`src/rtl/puf_challenge_verifier.sv`:
```
// PUF challenge/response sequencer: enrolls a table of responses, or authenticates
// fresh responses against that table by accumulated Hamming distance.
module puf_challenge_verifier #(
    parameter int unsigned N_MAX          = 16,
    parameter int unsigned HD_THRESH      = 12,
    parameter int unsigned SETTLE_CYCLES  = 4,
    parameter int unsigned TIMEOUT_CYCLES = 400_000_000
) (
    input  logic       clk,
    input  logic       rst,
    input  logic       start,
    input  logic       mode,
    input  logic [5:0] challenge_base,
    input  logic [3:0] num_chal,
    output logic [5:0] puf_sw,
    output logic       puf_en,
    input  logic [7:0] puf_resp,
    input  logic       puf_done,
    output logic       busy,
    output logic       done,
    output logic       pass,
    output logic       err,
    output logic [7:0] hd_total
);

    typedef enum logic [2:0] {
        StIdle,
        StSetup,
        StWaitResp,
        StEval,
        StFinish
    } state_e;

    localparam logic [31:0] SettleLast  = 32'(SETTLE_CYCLES - 1);
    localparam logic [31:0] TimeoutLast = 32'(TIMEOUT_CYCLES - 1);
    localparam logic [7:0]  HdThresh    = 8'(HD_THRESH);

    state_e      state_q, state_d;
    logic        mode_q, mode_d;
    logic [5:0]  base_q, base_d;
    logic [3:0]  num_q, num_d;
    logic [3:0]  idx_q, idx_d;
    logic [31:0] cnt_q, cnt_d;
    logic [7:0]  resp_q, resp_d;
    logic [7:0]  hd_q, hd_d;
    logic        pass_q, pass_d;
    logic        err_q, err_d;
    logic [4:0]  enr_q, enr_d;
    logic [5:0]  puf_sw_q, puf_sw_d;

    logic        tbl_we;
    logic [7:0]  tbl_rd;
    logic [7:0]  table_q [N_MAX];

    assign tbl_rd = table_q[idx_q];

    always_comb begin
        state_d  = state_q;
        mode_d   = mode_q;
        base_d   = base_q;
        num_d    = num_q;
        idx_d    = idx_q;
        cnt_d    = cnt_q;
        resp_d   = resp_q;
        hd_d     = hd_q;
        pass_d   = pass_q;
        err_d    = err_q;
        enr_d    = enr_q;
        puf_sw_d = puf_sw_q;
        tbl_we   = 1'b0;

        unique case (state_q)
            StIdle: begin
                if (start) begin
                    mode_d = mode;
                    base_d = challenge_base;
                    num_d  = num_chal;
                    idx_d  = 4'd0;
                    cnt_d  = 32'd0;
                    hd_d   = 8'd0;
                    pass_d = 1'b0;
                    err_d  = 1'b0;
                    // Authenticating more challenges than were enrolled is rejected outright.
                    if (mode && (({1'b0, num_chal} + 5'd1) > enr_q)) begin
                        err_d   = 1'b1;
                        state_d = StFinish;
                    end else begin
                        puf_sw_d = challenge_base;
                        state_d  = StSetup;
                    end
                end
            end
            StSetup: begin
                if (cnt_q == SettleLast) begin
                    cnt_d   = 32'd0;
                    state_d = StWaitResp;
                end else begin
                    cnt_d = cnt_q + 32'd1;
                end
            end
            StWaitResp: begin
                if (puf_done) begin
                    resp_d  = puf_resp;
                    state_d = StEval;
                end else if (cnt_q == TimeoutLast) begin
                    err_d   = 1'b1;
                    pass_d  = 1'b0;
                    state_d = StFinish;
                end else begin
                    cnt_d = cnt_q + 32'd1;
                end
            end
            StEval: begin
                cnt_d = 32'd0;
                if (!mode_q) begin
                    tbl_we = 1'b1;
                end else begin
                    hd_d = hd_q + 8'($countones(resp_q ^ tbl_rd));
                end
                if (idx_q == num_q) begin
                    // Result is registered on the way into FINISH so it is valid with done.
                    pass_d  = mode_q ? (hd_d <= HdThresh) : 1'b1;
                    state_d = StFinish;
                end else begin
                    idx_d    = idx_q + 4'd1;
                    puf_sw_d = base_q + {2'b00, idx_q + 4'd1};
                    state_d  = StSetup;
                end
            end
            StFinish: begin
                if (!mode_q && !err_q) begin
                    enr_d = {1'b0, num_q} + 5'd1;
                end
                state_d = StIdle;
            end
            default: state_d = StIdle;
        endcase
    end

    always_ff @(posedge clk) begin
        if (rst) begin
            state_q  <= StIdle;
            mode_q   <= 1'b0;
            base_q   <= 6'd0;
            num_q    <= 4'd0;
            idx_q    <= 4'd0;
            cnt_q    <= 32'd0;
            resp_q   <= 8'd0;
            hd_q     <= 8'd0;
            pass_q   <= 1'b0;
            err_q    <= 1'b0;
            enr_q    <= 5'd0;
            puf_sw_q <= 6'd0;
        end else begin
            state_q  <= state_d;
            mode_q   <= mode_d;
            base_q   <= base_d;
            num_q    <= num_d;
            idx_q    <= idx_d;
            cnt_q    <= cnt_d;
            resp_q   <= resp_d;
            hd_q     <= hd_d;
            pass_q   <= pass_d;
            err_q    <= err_d;
            enr_q    <= enr_d;
            puf_sw_q <= puf_sw_d;
        end
    end

    // Enrollment table is deliberately not reset; enr_q = 0 guards it.
    always_ff @(posedge clk) begin
        if (tbl_we) begin
            table_q[idx_q] <= resp_q;
        end
    end

    assign puf_sw   = puf_sw_q;
    assign puf_en   = (state_q == StWaitResp);
    assign busy     = (state_q != StIdle);
    assign done     = (state_q == StFinish);
    assign pass     = pass_q;
    assign err      = err_q;
    assign hd_total = hd_q;

endmodule
```
`config.mk`:
```
export PLATFORM = sky130hd
export DESIGN_NAME = puf_challenge_verifier
export DESIGN_NICKNAME = d
export VERILOG_FILES = /design/src/rtl/puf_challenge_verifier.sv
export SDC_FILE = /design/constraint.sdc
export NUM_CORES = 1
export LEC_CHECK = 0
export CAP_MARGIN = 20
export CORE_UTILIZATION = 45
export DETAILED_ROUTE_END_ITERATION = 10
export HOLD_SLACK_MARGIN = 0.15
export PLACE_DENSITY = 0.59
export SYNTH_ARGS = -nofsm -noshare
export SYNTH_HDL_FRONTEND = slang
export SYNTH_SLANG_ARGS = --single-unit
```
`constraint.sdc`:
```
create_clock -name clk -period 14.4 [get_ports clk]
set_clock_uncertainty 0.2 [all_clocks]
set_input_delay 2.88 -clock clk [delete_from_list [all_inputs] [get_ports clk]]
set_output_delay 2.88 -clock clk [all_outputs]
set_load 0.02 [all_outputs]
```
# Word-level counts from Yosys, hierarchy flattened
# Memory sizes are Yosys's and may differ from the RTL's. A register that Yosys moved wholly into a read port is not among the register bits.
# Cells that the tools add are included.
dict set report classes {
  n_addsub 13
  magnitude_cmp 2
  eq_ne 16
  mux 40
  bitwise_logic 1
  reduce_logical 20
}
# operator count
set op_table {}
lappend op_table {{two-way mux 32 bit} 4}
lappend op_table {{case mux 32 bit (4 select lines)} 1}
lappend op_table {{adder 32 x 1 -> 32 bit, second input constant} 1}
lappend op_table {{== test 32 x 2 -> 1 bit, second input constant} 1}
lappend op_table {{== test 32 x 29 -> 1 bit, second input constant} 1}
lappend op_table {{two-way mux 8 bit} 3}
lappend op_table {{two-way mux 3 bit} 6}
lappend op_table {{two-way mux 6 bit} 3}
lappend op_table {{two-way mux 4 bit} 4}
lappend op_table {{case mux 8 bit (2 select lines)} 1}
lappend op_table {{inequality test 2 bit, second input constant} 7}
lappend op_table {{two-way mux 1 bit} 13}
lappend op_table {{case mux 3 bit (4 select lines)} 1}
lappend op_table {{case mux 6 bit (2 select lines)} 1}
lappend op_table {{AND reduction 4 bit} 3}
lappend op_table {{adder 4 x 1 -> 5 bit, second input constant} 2}
lappend op_table {{adder 1 x 1 -> 2 bit} 4}
lappend op_table {{adder 8 x 4 -> 8 bit} 1}
lappend op_table {{<= comparator 8 x 4 -> 1 bit, second input constant} 1}
lappend op_table {{case mux 4 bit (2 select lines)} 1}
lappend op_table {{AND reduction 2 bit} 4}
lappend op_table {{bitwise XOR 8 bit} 1}
lappend op_table {{adder 2 x 2 -> 3 bit} 2}
lappend op_table {{adder 6 x 4 -> 6 bit} 1}
lappend op_table {{other kinds (19)} 25}
dict set report word_totals {
  register_bits 79
  ram_bits 128
  input_bits 23
  out_inout_bits 19
  word_cells 105
  mem_count 1
}
# name words width read_ports rd_clocked_by_memory_dff write_ports line_no
set mem_list {}
lappend mem_list {table_q 16 8 1 1 1 53} ;# logic [7:0] table_q [N_MAX];

# Logic depth before layout (Yosys ltp)
dict set report depth {
  ltp_word 11
  mapped_depth 19
  mapped_depth_nobuf 17
}

# Worst setup path before layout
# Ideal clock, no wire load.
dict set report synth_path {
  path_kind {register to register}
  from {register with a tool-made name}
  to {register pass_q (netlist: pass)}
  setup_ps 74
  arrival_ps 5453
  required_ps 14126
  path_slack_ps 8673
  stages_incl_launch_ff 20
  path_buffers 2
  period_less_slack_ps 5727
  path_cell_list {dfxtp_1 > clkbuf_1 > buf_2 > mux4_2 > mux4_2 > xor2_1 > fa_1 > fa_1 > inv_1 > fa_1 > inv_1 > fa_1 > inv_1 > fa_1 > nor2b_1 > o31ai_1 > mux2i_1 > a2111oi_0 > nand4_1 > a31oi_1}
}
# item line_no
set synth_rtl {}
lappend synth_rtl {{end signal, assigned} 163} ;# pass_q <= pass_d;
lappend synth_rtl {{end, declared} 46} ;# logic pass_q, pass_d;

==> summary.md <==
| Metric | Value |
|---|---|
| 1st-pass router iterations | 5 |
| Area Growth Syn to Fin | 15.3% |
| RSZ-0062 raised after global routing | no |
| Max Cap Violations | 0 |
| Most area-hungry cell type in the Yosys netlist | edfxtp_1 |
| Row count | 52 |
| Top cells by area, synth | edfxtp_1, dfxtp_1, mux4_2 |
| Met2 usage | 0.318 |
| Pwr/cell area | 146 mW/mm² |
| Met1 Usage GRT | 0.269 |
| RePlAce Congestion | 0.808 |
| Final period utilization | 0.428 |
| GRT Util Overall | 0.193 |
| CTS resizes | 0 |
| Top FF cell, synth | edfxtp_1 |
| Max Root-Sink Buffers | 3 |
| Clock group share of total power | 0.404 |
| Status | finished, final reports clean |
| Die ar. | 0.0216 mm² |
| I/O Buffers | 41 |
| Most frequent cells after synthesis | edfxtp_1, dfxtp_1, nand2_1, nor2_1, xor2_1 |
| Arr. time, crit path | 6.38 ns |
| Switching share of power | 0.266 |
| R2R setup slack | 8.24 ns |
| Sequential power share | 0.437 |
| GR Util met3 | 0.0283 |
| Crit path kind | reg2reg |
| Total net switching power | 0.424 mW |
| Synthesis-stage register bit count | 211 |
| DR WL/cell | 18.8 µm |
| Initial Util | 0.463 |
| Post-DR vias/cell | 5.60 |
| Crit end category | register |
| DR iter-0 viols | 430 |
| Slew at the pin with the worst max-slew slack | 0.985 ns |
| Core area | 0.0204 mm² |
| # Post-CTS Setup Buffers | 0 |
| Worst setup SP type | register |
| Via count | 6003 |
| YS warnings | 0 |
| Total power | 1.59 mW |
| Max VDD drop | 112 µV |
| Syn avg cell area | 12.6 µm² |
| DRC errors left | 0 |
| Sum Neg Setup Slack | 0 ns |
| First-pass GRT wire length | 32300 µm |
| Largest net degree at the start of global routing | 52 |
| Gate power share | 0.159 |
| Static leakage | 3.70 nW |
| Diode count | 0 |
| Antenna violations before repair | 0 |
| Tmin final | 6.16 ns |
| FFs w/ async S/R, synth | 0 |
| Hold buffer count at cts | 0 |
| Busiest grt layer | met2 |
| EDFF count, synth | 128 |
| Vert. Die Dim | 147 µm |
| Hold_ws | 0.263 ns |
| Total Wirelength | 20100 µm |
| Slew headroom | 0.342 |
| CTS clk-pin slew, worst paths | 0.06 ns |
| WP data required | 14.62 ns |
| Post-Syn Nets | 800 |
| Layout cell share with drive strength beyond 1 | 0.121 |
| CTS tree | done |
| Mapped Area | 0.00945 mm² |
| Vias in the first global route | 5914 |
| Remaining Overflow, GRT | 0 |
| Count leader, synth | edfxtp_1 |
| Dpl hpwl | 13600 µm |
| Hold Crit Class | reg2reg |
| Syn Inst Count | 749 |
| Detail Route Antenna Nets | 0 |
| Total CTS buffers | 23 |
| Clk_lat worst skew | 0.51 ns |
| Worst Path Max Fanout | 32 |
| Distinct cells, synth | 60 |
| Post-synth top area share | 0.407 |
| Int Pwr | 1.17 mW |
| # setup viols final | 0 |
| Max H-tree Level | 1 |
| Final nets | 836 |
| Register area share after synthesis | 0.583 |
| Chip Width | 147 µm |
| Final Slew Violations | 0 |
| IO Pins | 42 |
| Final Hold Viols | 0 |
| Fmax | 0.162 GHz |
| Clk root buf | clkbuf_16 |
| Clock Sinks | 211 |
==> sequential cells by signal, summed over array words and instances (netlist names), named ones only <==
| register | count |
|---|---|
| table_q | 128 |
| cnt_q | 32 |
| hd_total | 8 |
| resp_q | 8 |
| base_q | 6 |
| puf_sw | 6 |
| enr_q | 5 |
| idx_q | 4 |
| num_q | 4 |
| state_q | 3 |
| err | 1 |
| mode_q | 1 |
| pass | 1 |
==> per-stage QoR <==
stage	worst slack (ns)	area (µm²)	util	instances
5_1_grt	7.79	10900	0.534	1072
6_report	8.24	10900	0.534	1072
3_5_place_dp	8.15	10100	0.492	1029
4_1_cts	8.18	10900	0.533	1071
2_1_floorplan	8.67	9450	-	749
3_3_place_gp	8.31	10100	0.492	1029
==> layout by cell type, fill, tap and decap left out, types with 6 or more instances in the layout <==
cell and instances:
a211oi_1 7, a21oi_1 39, and2_1 16, and3_1 6, buf_4 6, bufinv_16 6, clkbuf_16 23, clkdlybuf4s50_1 40
dfxtp_1 82, edfxtp_1 128, fa_1 6, ha_1 22, inv_1 22, mux4_2 40, nand2_1 73, nand3_1 27
nand4_1 17, nor2_1 63, nor3_1 15, nor4_1 8, o21ai_0 17, xnor2_1 12, xor2_1 41
==> cell families (layout without fill, tap and decap cells) <==
| family | Yosys count | count (layout) | synth area share |
|---|---|---|---|
| AOI/OAI and AO/OA | 98 | 98 | 0.0650 |
| xor gates and xnor gates | 53 | 53 | 0.0491 |
| adders and majority gates | 28 | 28 | 0.0418 |
| buffers and inverters | 58 | 111 | 0.0271 |
| DFF | 211 | 211 | 0.583 |
| muxes | 44 | 44 | 0.0996 |
| and+or+nand+nor | 257 | 257 | 0.135 |
==> metal layers <==
metal  vias up  routed length, µm
met2       128               9690
li1       2848                  -
met4         0                343
met1      2999               9260
met3        28                841
met5         -                  0
==> cell type report <==
class / instances / area (µm²)
fill: 1756 / 9530
clock buffer: 26 / 587
tap: 270 / 338
inverter: 22 / 82.6
timing repair buffer: 47 / 450
sequential: 211 / 5510
clock inverter: 16 / 248
multi-input combinational: 480 / 3690
==> power by group through the flow <==
| stage | logic, mW | registers, mW | clock network [mW] |
|---|---|---|---|
| 6_report | 0.253 | 0.695 | 0.643 |
| 5_1_grt | 0.283 | 0.699 | 0.678 |
| 4_1_cts | 0.255 | 0.695 | 0.653 |
| 3_5_place_dp | 0.253 | 0.707 | 0 |
| 3_3_place_gp | 0.249 | 0.706 | 0 |
| 2_1_floorplan | 0.186 | 0.701 | 0 |
==> worst max-delay path, stage by stage (launching register included) <==
cell,delay [ns]
dfxtp_2,0.31
buf_4,0.52
mux4_2,0.57
mux4_2,0.49
xor2_1,0.22
fa_1,0.48
fa_1,0.55
inv_1,0.06
fa_1,0.53
inv_1,0.05
fa_1,0.44
inv_1,0.08
fa_1,0.20
nor2b_1,0.06
o31ai_1,0.47
mux2i_1,0.15
a2111oi_0,0.40
nand4_1,0.15
a31oi_1,0.14
==> final timing paths <==
check                              start                      to  cells after the start
hold reg to reg   base_q[3]$_SDFFE_PP0P_  base_q[3]$_SDFFE_PP0P_                      2
setup reg to reg                register       pass$_SDFFE_PP0P_                     18
hold / removal    base_q[3]$_SDFFE_PP0P_  base_q[3]$_SDFFE_PP0P_                      2
setup / recovery                register       pass$_SDFFE_PP0P_                     18
(Power assumes the default switching activity.)
